File: src/rtl/ariane_pkg.sv
// Shared core package, RVFI-DII section.
// Holds the host command bundle and the feeder state encoding.
package ariane_pkg;

  typedef struct packed {
    logic        cmd;
    logic [31:0] insn;
    logic [15:0] insn_time;
  } rvfi_dii_cmd_t;

  typedef enum logic [1:0] {
    DII_RUN,
    DII_DRAIN,
    DII_CORE_RST
  } rvfi_dii_state_e;

endpackage

File: src/rtl/config_pkg.sv
// Core configuration slice: only the fields this block can see.
// The empty config is the default when no core parameters are needed.
package config_pkg;

  typedef struct packed {
    logic [31:0] xlen;
    logic [31:0] nr_commit_ports;
  } cva6_cfg_t;

  localparam cva6_cfg_t cva6_cfg_empty = '0;

endpackage

File: src/rtl/fifo_v3.sv
// Power-of-two circular FIFO, no fall-through.
// Synchronous active-high reset plus synchronous flush.
module fifo_v3 #(
  parameter int unsigned DEPTH = 4,
  parameter type         dtype = logic
) (
  input  logic clk_i,
  input  logic rst_i,
  input  logic flush_i,
  output logic full_o,
  output logic empty_o,
  input  dtype data_i,
  input  logic push_i,
  output dtype data_o,
  input  logic pop_i
);

  localparam int unsigned AW = $clog2(DEPTH);

  dtype          mem_q [DEPTH];
  logic [AW-1:0] rd_q;
  logic [AW-1:0] wr_q;
  logic [AW:0]   cnt_q;
  logic          do_push;
  logic          do_pop;

  assign full_o  = (cnt_q == (AW+1)'(DEPTH));
  assign empty_o = (cnt_q == '0);
  assign do_push = push_i & ~full_o;
  assign do_pop  = pop_i & ~empty_o;
  assign data_o  = mem_q[rd_q];

  always_ff @(posedge clk_i) begin
    if (rst_i || flush_i) begin
      rd_q  <= '0;
      wr_q  <= '0;
      cnt_q <= '0;
    end else begin
      if (do_push) wr_q <= wr_q + AW'(1);
      if (do_pop)  rd_q <= rd_q + AW'(1);
      if (do_push && !do_pop)
        cnt_q <= cnt_q + (AW+1)'(1);
      else if (!do_push && do_pop)
        cnt_q <= cnt_q - (AW+1)'(1);
    end
  end

  always_ff @(posedge clk_i) begin
    if (do_push) mem_q[wr_q] <= data_i;
  end

endmodule

File: src/rtl/rvfi_dii_inst_feeder.sv
// RVFI-DII instruction feeder: buffers host instructions for fetch,
// drains on end-of-trace, then pulses the core reset.
module rvfi_dii_inst_feeder
  import ariane_pkg::*;
#(
  parameter config_pkg::cva6_cfg_t CVA6Cfg = config_pkg::cva6_cfg_empty,
  parameter type rvfi_dii_inst_pack_t = logic,
  parameter int unsigned DEPTH         = 4,
  parameter int unsigned RST_CYCLES    = 8,
  parameter int unsigned DRAIN_TIMEOUT = 1024
) (
  input  logic                clk_i,
  input  logic                rst_i,
  input  logic                host_cmd_valid_i,
  output logic                host_cmd_ready_o,
  input  rvfi_dii_cmd_t       host_cmd_i,
  output logic                rvfi_dii_rtrn_vld_o,
  output rvfi_dii_inst_pack_t rvfi_dii_inst_pack_o,
  input  logic                rvfi_dii_data_ready_i,
  input  logic [1:0]          retire_cnt_i,
  output logic                core_rst_o,
  output logic                trace_done_o,
  output logic                trace_timeout_o
);

  localparam int unsigned TMAX =
    (DRAIN_TIMEOUT > RST_CYCLES) ? DRAIN_TIMEOUT : RST_CYCLES;
  localparam int unsigned TW = (TMAX > 2) ? $clog2(TMAX) : 1;

  rvfi_dii_state_e state_q, state_d;
  logic [15:0]     issued_q, retired_q;
  logic [TW-1:0]   timer_q, timer_d;
  logic            fifo_full, fifo_empty;
  logic            push, pop, flush;
  logic [31:0]     head_insn;
  logic            drain_eq, drain_to;

  fifo_v3 #(
    .DEPTH (DEPTH),
    .dtype (logic [31:0])
  ) i_fifo (
    .clk_i   (clk_i),
    .rst_i   (rst_i),
    .flush_i (flush),
    .full_o  (fifo_full),
    .empty_o (fifo_empty),
    .data_i  (host_cmd_i.insn),
    .push_i  (push),
    .data_o  (head_insn),
    .pop_i   (pop)
  );

  // rvfi_insn is expected to occupy the low 32 bits of the packet
  assign rvfi_dii_inst_pack_o = rvfi_dii_inst_pack_t'(head_insn);
  assign pop = rvfi_dii_rtrn_vld_o & rvfi_dii_data_ready_i;

  assign drain_eq = (retired_q == issued_q);
  assign drain_to = (timer_q == TW'(DRAIN_TIMEOUT - 1));

  always_comb begin
    state_d             = state_q;
    timer_d             = timer_q;
    host_cmd_ready_o    = 1'b0;
    rvfi_dii_rtrn_vld_o = 1'b0;
    core_rst_o          = 1'b0;
    trace_done_o        = 1'b0;
    trace_timeout_o     = 1'b0;
    push                = 1'b0;
    flush               = 1'b0;
    unique case (state_q)
      DII_RUN: begin
        host_cmd_ready_o    = ~fifo_full;
        rvfi_dii_rtrn_vld_o = ~fifo_empty;
        if (host_cmd_valid_i && !fifo_full) begin
          if (host_cmd_i.cmd) begin
            push = 1'b1;
          end else begin
            state_d = DII_DRAIN;
            timer_d = '0;
          end
        end
      end
      DII_DRAIN: begin
        rvfi_dii_rtrn_vld_o = ~fifo_empty;
        if (drain_eq || drain_to) begin
          // a reset landing on the exit cycle suppresses the pulse
          trace_done_o    = ~rst_i;
          trace_timeout_o = ~rst_i & ~drain_eq;
          flush           = 1'b1;
          timer_d         = '0;
          state_d         = DII_CORE_RST;
        end else begin
          timer_d = timer_q + TW'(1);
        end
      end
      DII_CORE_RST: begin
        core_rst_o = 1'b1;
        if (timer_q == TW'(RST_CYCLES - 1)) begin
          timer_d = '0;
          state_d = DII_RUN;
        end else begin
          timer_d = timer_q + TW'(1);
        end
      end
      default: state_d = DII_RUN;
    endcase
  end

  always_ff @(posedge clk_i) begin
    if (rst_i) begin
      state_q   <= DII_RUN;
      timer_q   <= '0;
      issued_q  <= '0;
      retired_q <= '0;
    end else begin
      state_q <= state_d;
      timer_q <= timer_d;
      if (flush) begin
        issued_q  <= '0;
        retired_q <= '0;
      end else begin
        if (push) issued_q <= issued_q + 16'd1;
        if (state_q != DII_CORE_RST)
          retired_q <= retired_q + {14'd0, retire_cnt_i};
      end
    end
  end

  logic unused_ok;
  assign unused_ok = ^{host_cmd_i.insn_time, CVA6Cfg};

endmodule

File: config.mk
export PLATFORM = sky130hd
export DESIGN_NAME = rvfi_dii_inst_feeder
export DESIGN_NICKNAME = d
export VERILOG_FILES = /design/src/rtl/ariane_pkg.sv /design/src/rtl/config_pkg.sv /design/src/rtl/fifo_v3.sv /design/src/rtl/rvfi_dii_inst_feeder.sv
export SDC_FILE = /design/constraint.sdc
export NUM_CORES = 1
export LEC_CHECK = 0
export CAP_MARGIN = 20
export CORE_MARGIN = 2
export CORE_UTILIZATION = 25
export CTS_CLUSTER_DIAMETER = 30
export DETAILED_ROUTE_END_ITERATION = 10
export HOLD_SLACK_MARGIN = 0.1
export SYNTH_ARGS = -nofsm -noshare
export SYNTH_HDL_FRONTEND = slang
export SYNTH_SLANG_ARGS = --single-unit
File: constraint.sdc
create_clock -name clk_i -period 2.95 [get_ports clk_i]
set_input_delay 0.59 -clock clk_i [delete_from_list [all_inputs] [get_ports clk_i]]
set_output_delay 0.59 -clock clk_i [all_outputs]
set_load 0.05 [all_outputs]
# Word-level counts from Yosys, hierarchy flattened
# Memories as Yosys holds them, arrays and structs flattened. A register that Yosys moved wholly into a read port is not among the register bits.
# Index checks and enable logic that the tools add are counted.
# Widths: inputs -> output; s select.
# op_classes
mux	28
bitwise	8
reduce_logical	16
addsub	7
eq_ne	11
# op_table
operator	count
$mux 10	4
$pmux 10 s3	1
$add 16x1->16 const B	1
$add 16x2->16	1
$eq 16x16->1	1
$mux 1	14
$mux 2	6
$add 10x1->10 const B	1
$eq 10x10->1 const B	1
$eq 10x3->1 const B	1
$ne 2x2->1 const B	5
$mux 3	2
$pmux 2 s3	1
$add 2x1->2 const B	2
$and 1x1->1	4
$not 1->1	4
$reduce_and 4->1	1
$reduce_or 2->1	2
$add 3x1->3 const B	1
$eq 3x3->1 const B	1
$logic_and 1x1->1	3
$logic_not 1->1	3
$logic_not 3->1	1
$reduce_and 3->1	1
7 further kinds	8
# word_totals
mem_count	1
reg_bits	51
mem_bits_rw	128
elab_cells	78
# mem_list
memory	words	width	read_ports	rd_ports_with_merged_regs	wr	line_no	text
i_fifo.mem_q	4	32	1	1	1	fifo_v3.sv:20	dtype mem_q [DEPTH];

# Logic depth before layout (Yosys ltp)
# Gate-level depths: netlist of run 1.
# logic_depth
word_depth	10
ltp_mapped	12
ltp_nobuf	11

# Cells and area by module
# A second synthesis of run 1 with hierarchy kept.
# hier_totals
cells_unflattened	497
area_unflattened_um2	7475.9
# by_module_without_submodules
mod	instances	seq_area_each_um2	cells_per_inst	area_per_inst_um2
fifo_v3	1	4023.9	217	5084.9
rvfi_dii_inst_feeder	1	880.8	280	2391.0

# Least setup slack after synthesis of run 1
# No wires, ideal clock.
# synth_path
path_type	register -> output
start	register issued_q[3]
end	output port trace_timeout_o
t_arrival_ns	2.236
path_stages_with_launch	7
path_slack_ns	0.124
path_buffers	1
path_cell_list	dfxtp_1 -> buf_2 -> xnor2_1 -> nand4_1 -> nor4_4 -> o21ai_1 -> nor3_1
# synth_between
elab_chain_cells	5
elab_cells_between_ends	6
cone_classes	eq/ne: 1; mux: 2; bitwise: 2; reduce/logical: 1
# synth_lines
item	line_no	text
start, declared	rvfi_dii_inst_feeder.sv:31	logic [15:0] issued_q, retired_q;
start signal, assigned	rvfi_dii_inst_feeder.sv:122	if (push) issued_q <= issued_q + 16'd1;
$eq 16x16->1 (*)	rvfi_dii_inst_feeder.sv:57	assign drain_eq = (retired_q == issued_q);
$not 1->1	rvfi_dii_inst_feeder.sv:88	trace_timeout_o = ~rst_i & ~drain_eq;
$and 1x1->1	rvfi_dii_inst_feeder.sv:88	
$mux 1 (*)	rvfi_dii_inst_feeder.sv:85	if (drain_eq || drain_to) begin
$mux 1 (*)	rvfi_dii_inst_feeder.sv:70	unique case (state_q)
end, declared	rvfi_dii_inst_feeder.sv:23	output logic trace_timeout_o
# Every way passes the cells marked *; elsewhere a longest branch is shown, timed or not.

# Worst setup path in the final report of run 1
# Ends and elaborated chain as after synthesis.

==> key figures, run 1 <==
Drt
  • Routed WL per cell: 11.32 um
  • # DRC: 0
  • Routed vias/inst: 4.482
  • Drt pass-1 iters: 4
  • Initial drt markers: 136
  • Total wire length: 5662 um
  • Post-route ant nets: 0
  • Routed vias: 2241

Power
  • Power Total: 0.002875 W
  • Clock Power Share: 41.5%
  • Worst VDD drop: 543.7 uV
  • Int Pwr: 0.001988 W
  • Switching power of the nets: 0.0008868 W
  • Switching share of power: 30.84%
  • Logic pwr share: 26.4%
  • Reg power frac: 32.1%
  • Lkg Pwr: 1.264 nW
  • Power Density: 804.2 nW/um^2

Timing
  • Setup TNS: 0 ns
  • Max Slew Vio Count: 0
  • Post-layout min period: 2.790 ns
  • Least-Margin Pin Slew: 0.7601 ns
  • Relative slew slack: 49.32%
  • Tcrit/Tclk final: 94.58%
  • Skew final: 0.005247 ns
  • Final worst setup slack: 0.1599 ns
  • Final setup violating endpoints: 0
  • Fmax: 0.3584 GHz
  • RSZ-0062 raised after global routing: false
  • Final Hold Vio Count: 0

Yosys
  • Top-area cell type share of the netlist area: 36.05%
  • Synth Net Count: 406
  • Register area share after synthesis: 40.14%
  • Post-synth top area cell: dfxtp_1
  • Ys flop type: dfxtp_1
  • Number of synthesized flops with an enable pin: 4
  • Avg Cell Area, Syn: 8.758 um^2
  • Most common cell in the netlist: nor2_1
  • Post-synth top cells: nor2_1, dfxtp_1, xnor2_1
  • Top cells by area, synth: dfxtp_1, xnor2_1, nor2_1, xor2_1, ha_1
  • Yosys reg bits: 57
  • Synth Instances: 336
  • Ys async rst share: 0%
  • Synthesized cell area: 2943 um^2
  • YS warnings: 0
  • Yosys cell types: 42

Clock network
  • CTS buffer count: 9
  • CTS root buf: clkbuf_16
  • Worst-path clk slew: 0.05 ns
  • Clk_lat worst skew: 0.33 ns
  • H-tree level count: 3
  • CTS sink cnt: 57
  • PostCTS Resize Cnt: 0
  • CTS tree: done
  • CTS Buffer Depth: 2

Critical path
  • Worst path required time: 2.36 ns
  • Critical path, cell by cell: xnor2_1, nand4_1, nor4_4, o21ai_1, nor3_1, buf_12
  • CP arrival: 2.20 ns
  • Buf/Inv on CP: 1
  • Worst path slowest cell: dfxtp_1
  • Maximum fanout along the worst path: 7
  • Critical Path End Type: primary output
  • RR Startpoint: state_q[0]$_SDFFE_PP0P_
  • Critical path origin: issued_q[3]$_SDFFE_PP0N_
  • Crit-path leading delay family: simple AND/OR/NAND/NOR gates
  • R2r setup slk: 0.67 ns
  • Slowest cell delay on critical path: 0.46 ns
  • CP startpoint kind: flip-flop
  • CP Class: reg -> out

Floorplanning
  • Row count: 39
  • DIE AREA: 12660 um^2
  • Starting density of the core: 25.66%
  • Die width: 112.5 um
  • I/O pins: 61
  • Die span in y: 112.5 um
  • Core area: 11470 um^2

Cells and area
  • P&R area growth vs syn: 21.47%
  • Final core occ: 31.17%
  • ANT cells: 0
  • # fillers: 1165
  • Layout cell share with drive strength beyond 1: 8.403%
  • Fin nets: 422

Global route
  • First-pass GRT wire length: 9825 um
  • Pin count of the biggest net entering global routing: 17
  • Vias in the first global route: 2187
  • GRT Util Overall: 9.639%
  • Global route overflow: 0
  • Initial antenna violation count: 0

Placement
  • DP HPWL: 4053 um
  • Setup slack at placement: 0.2405 ns
  • Port bufs: 13
  • Routability cong.: 0.7929

Worst hold path
  • Hold Path Origin: state_q[1]$_SDFFE_PP0P_
  • Hold Path Class: reg -> reg

Flow run
  • Maxcap violations: 0

Run status
  • Outcome: finished, final reports clean
## state kept, by name, summed over array words and instances (netlist names), named ones only
register,cells
i_fifo.rd_q,2
i_fifo.wr_q,2
i_fifo.cnt_q,3
issued_q,16
retired_q,16
state_q,2
timer_q,10
i_fifo.mem_q,4
## repair_timing
item / 4_1_cts / 5_1_grt
setup buffers: 0 / 0
endpoints found under the setup margin: 0 / 1
hold endpoints to repair: 0 / 0
hold buffers: 0 / 0
## power groups by stage
stage / combinational, W / sequential, W / clock, W
finish: 0.000760 / 0.000922 / 0.00119
global route: 0.000837 / 0.000934 / 0.00126
CTS: 0.000776 / 0.000924 / 0.00122
detailed placement: 0.000773 / 0.000939 / 0
global placement: 0.000755 / 0.000935 / 0
floorplan: 0.000608 / 0.000920 / 0
## final cells by class
class	count	area, um^2	area share (%)
multi-input cells	253	1647	46.06
flip-flops and latches	57	1181	33.04
clock buffers	10	239.0	6.685
well taps	143	178.9	5.005
repair buffers	18	175.2	4.900
inverters	13	48.80	1.365
clock inverters	6	105.1	2.940
## worst paths after layout
check | depth (start not counted) | end
worst max-delay path | 6 | trace_timeout_o
worst min-delay path | 2 | state_q[1]$_SDFFE_PP0P_
worst max register to register | 11 | i_fifo.cnt_q[2]$_SDFFE_PP0P_
worst min register to register | 2 | state_q[1]$_SDFFE_PP0P_
## layer usage
layer  routed length (um)  vias to the layer above  GRT usage (%)
met5                    0                        -              0
met2                 2625                       36          15.82
met3                  251                        6          3.996
met1                 2697                     1042          11.16
met4                   87                        0          3.902
li1                     -                     1157              -
## cells in the final DEF, fill, tap and decap left out, types with 2 or more instances in the layout
cell type | Yosys | layout
a211oi_1 | 3 | 3
edfxtp_1 | 4 | 4
o21ai_0 | 2 | 2
nand2_1 | 28 | 28
and3_1 | 9 | 9
clkinv_2 | 0 | 3
dfxtp_1 | 53 | 53
mux2i_1 | 4 | 4
fa_1 | 2 | 2
ha_1 | 13 | 13
nor3b_1 | 2 | 2
xnor2_1 | 34 | 34
nand3_1 | 24 | 24
and2_1 | 5 | 5
bufinv_16 | 0 | 3
buf_4 | 0 | 6
clkdlybuf4s50_1 | 0 | 11
nor2_1 | 59 | 59
a21oi_1 | 6 | 6
xor2_1 | 20 | 20
inv_1 | 13 | 13
a31oi_1 | 4 | 4
nand4_1 | 11 | 11
clkbuf_16 | 0 | 9
nor3_1 | 8 | 8
## worst min-delay path: stages, from the launching register on
cell	delay [ns]
dfxtp_1	0.32
nand2_1	0.06
mux2i_1	0.05
## through the flow
stage | instances | area (um^2) | hold slack, ns
global route | 500 | 3575 | 0.5249
floorplan | 336 | 2943 | 0.4515
CTS | 500 | 3575 | 0.4866
finish | 500 | 3575 | 0.4840
global placement | 484 | 3231 | 0.4680
detailed placement | 484 | 3231 | 0.4796
## logic make-up (layout without fill, tap and decap cells)
| kind of cell | count (synthesis) | after routing | share of synthesized area, % |
|---|---|---|---|
| multiplexers | 5 | 5 | 2.126 |
| AND/OR/NAND/NOR | 158 | 158 | 26.19 |
| AO/OA/AOI/OAI | 21 | 21 | 4.677 |
| XOR/XNOR | 54 | 54 | 16.07 |
| flip-flops | 57 | 57 | 40.14 |
| adder cells (fa/ha/maj) | 15 | 15 | 6.888 |
| buffers and inverters | 26 | 47 | 3.912 |
(Power assumes the default switching activity.)
==> run 2: changes to the inputs <==
Settings changed: SKIP_CTS_REPAIR_TIMING from default to 1.
Clock period 2.95 ns to 3.6 ns, I/O delays scaled along.
==> run 2 against run 1 <==
Via count rose by 0.62%. Clock skew rose by 0.0023 ns. Sequential share of layout area rose by 0.23 points. Non-clock buffer count fell by 2. Critical path depth did not move. Combinational power fell by 17%. First-iteration DRC count rose by 29%. Power fell by 19%. Cell count fell by 0.40%. Worst setup slack improved by 0.011 ns.
==> key figures, run 2 (synthesis results as in run 1) <==
Drt
  • Routed vias/inst: 4.528
  • Total wire length: 5628 um
  • Drt pass-1 iters: 4
  • Routed vias: 2255
  • # DRC: 0
  • Initial drt markers: 176
  • Post-route ant nets: 0
  • Routed WL per cell: 11.30 um

Cells and area
  • Final core occ: 30.95%
  • P&R area growth vs syn: 20.62%
  • Fin nets: 420
  • Top Registers: issued_q x16, retired_q x16, timer_q x10
  • Layout cell share with drive strength beyond 1: 7.324%
  • Most frequent cells in the layout: nor2_1, dfxtp_1, xnor2_1
  • Non-Filler Instances: 498
  • Final Cell Area: 3550 um^2
  • ANT cells: 0
  • Most common cell after layout, fill and taps aside: nor2_1

Global route
  • Vias in the first global route: 2239
  • GRT Util Overall: 9.760%
  • Initial antenna violation count: 0
  • Pin count of the biggest net entering global routing: 41
  • First-pass GRT wire length: 10010 um
  • Global route overflow: 0

Critical path
  • Worst path required time: 2.88 ns
  • Maximum fanout along the worst path: 7
  • CP Class: reg -> out
  • CP arrival: 2.71 ns
  • Worst r2r path cells: 11
  • Critical Path End Type: primary output
  • CP startpoint kind: flip-flop
  • Slowest cell delay on critical path: 0.80 ns
  • Worst path slowest cell: clkdlybuf4s50_1
  • R2r setup slk: 1.34 ns
  • Critical path, cell by cell: xnor2_1, nand4_1, nor4_4, o21ai_1, nor2_1, clkdlybuf4s50_1

Timing
  • Post-layout min period: 3.429 ns
  • Least-Margin Pin Slew: 0.7987 ns
  • Max Slew Vio Count: 0
  • RSZ-0062 raised after global routing: false
  • Final worst setup slack: 0.1710 ns
  • Tcrit/Tclk final: 95.25%
  • Setup TNS: 0 ns
  • Relative slew slack: 46.75%
  • Fmax: 0.2916 GHz
  • Skew final: 0.007530 ns
  • Final setup violating endpoints: 0
  • Final Hold Vio Count: 0

Clock network
  • H-tree level count: 3
  • CTS tree: done
  • CTS root buf: clkbuf_16
  • CTS sink cnt: 57
  • Clk_lat worst skew: 0.32 ns
  • CTS buffer count: 9
  • CTS Buffer Depth: 2
  • Worst-path clk slew: 0.05 ns

Worst hold path
  • Hold Path Stages: 2
  • Hold Path Class: reg -> reg

Power
  • Power Density: 655.7 nW/um^2
  • Clock Power Share: 40.6%
  • Switching power of the nets: 0.0007253 W
  • Switching share of power: 31.16%
  • Logic pwr share: 27.0%
  • Int Pwr: 0.001602 W
  • Worst VDD drop: 518.1 uV
  • Reg power frac: 32.4%
  • Lkg Pwr: 1.263 nW

Placement
  • Port bufs: 13
  • Setup slack at placement: 0.4775 ns
  • Routability cong.: 0.7937
  • DP HPWL: 3945 um
  • Placed cell count: 482
  • Area after DPL: 3208 um^2

Floorplanning
  • Starting density of the core: 25.66%
  • Core area: 11470 um^2
  • I/O pins: 61
  • DIE AREA: 12660 um^2
  • Die span in y: 112.5 um
  • Die width: 112.5 um
  • Row count: 39

Flow run
  • Maxcap violations: 0

Run status
  • Outcome: finished, final reports clean
## run 2: power groups by stage
| stage | Combinational, W | Clock (W) | Sequential [W] |
|---|---|---|---|
| finish | 0.000629 | 0.000944 | 0.000755 |
| CTS | 0.000634 | 0.000966 | 0.000756 |
| floorplan | 0.000498 | 0 | 0.000754 |
| global route | 0.000696 | 0.00100 | 0.000765 |
| detailed placement | 0.000629 | 0 | 0.000769 |
| global placement | 0.000613 | 0 | 0.000766 |
## run 2: area by class of cell
class	count	area [um^2]
Fill cell	1179	7918
Multi-Input combinational cell	253	1647
Sequential cell	57	1181
Clock buffer	11	264.0
Tap cell	143	178.9
Timing Repair Buffer	16	155.1
Clock inverter	5	75.07
Inverter	13	48.80
## run 2: through the flow
step                total power, W  hold slack (ns)
floorplan                 0.001251           0.4515
global placement          0.001378           0.4658
detailed placement        0.001398           0.4804
CTS                       0.002355           0.4883
global route              0.002462           0.5245
finish                    0.002328           0.4855
## run 2: final timing paths
kind | startpoint | endpoint
setup / recovery | issued_q[2]$_SDFFE_PP0N_ | trace_done_o
hold / removal | state_q[1]$_SDFFE_PP0P_ | state_q[1]$_SDFFE_PP0P_
setup reg to reg | state_q[0]$_SDFFE_PP0P_ | i_fifo.cnt_q[2]$_SDFFE_PP0P_
hold reg to reg | state_q[1]$_SDFFE_PP0P_ | state_q[1]$_SDFFE_PP0P_
## run 2: layer usage
metal	vias to the layer above	part of all wire [%]	track usage (%)
met5	-	0	0
met4	0	1.2	3.171
met3	7	4.4	4.104
met2	29	48	16.22
met1	1063	46	11.42
li1	1156	-	-
## run 2: worst max-delay path, delay by kind of cell, from the launching register on
family | cells | cell delay [ns]
AO/OA/AOI/OAI | 1 | 0.19
AND/OR/NAND/NOR | 3 | 0.75
buffers and inverters | 1 | 0.80
flip-flops | 1 | 0.48
XOR/XNOR | 1 | 0.16
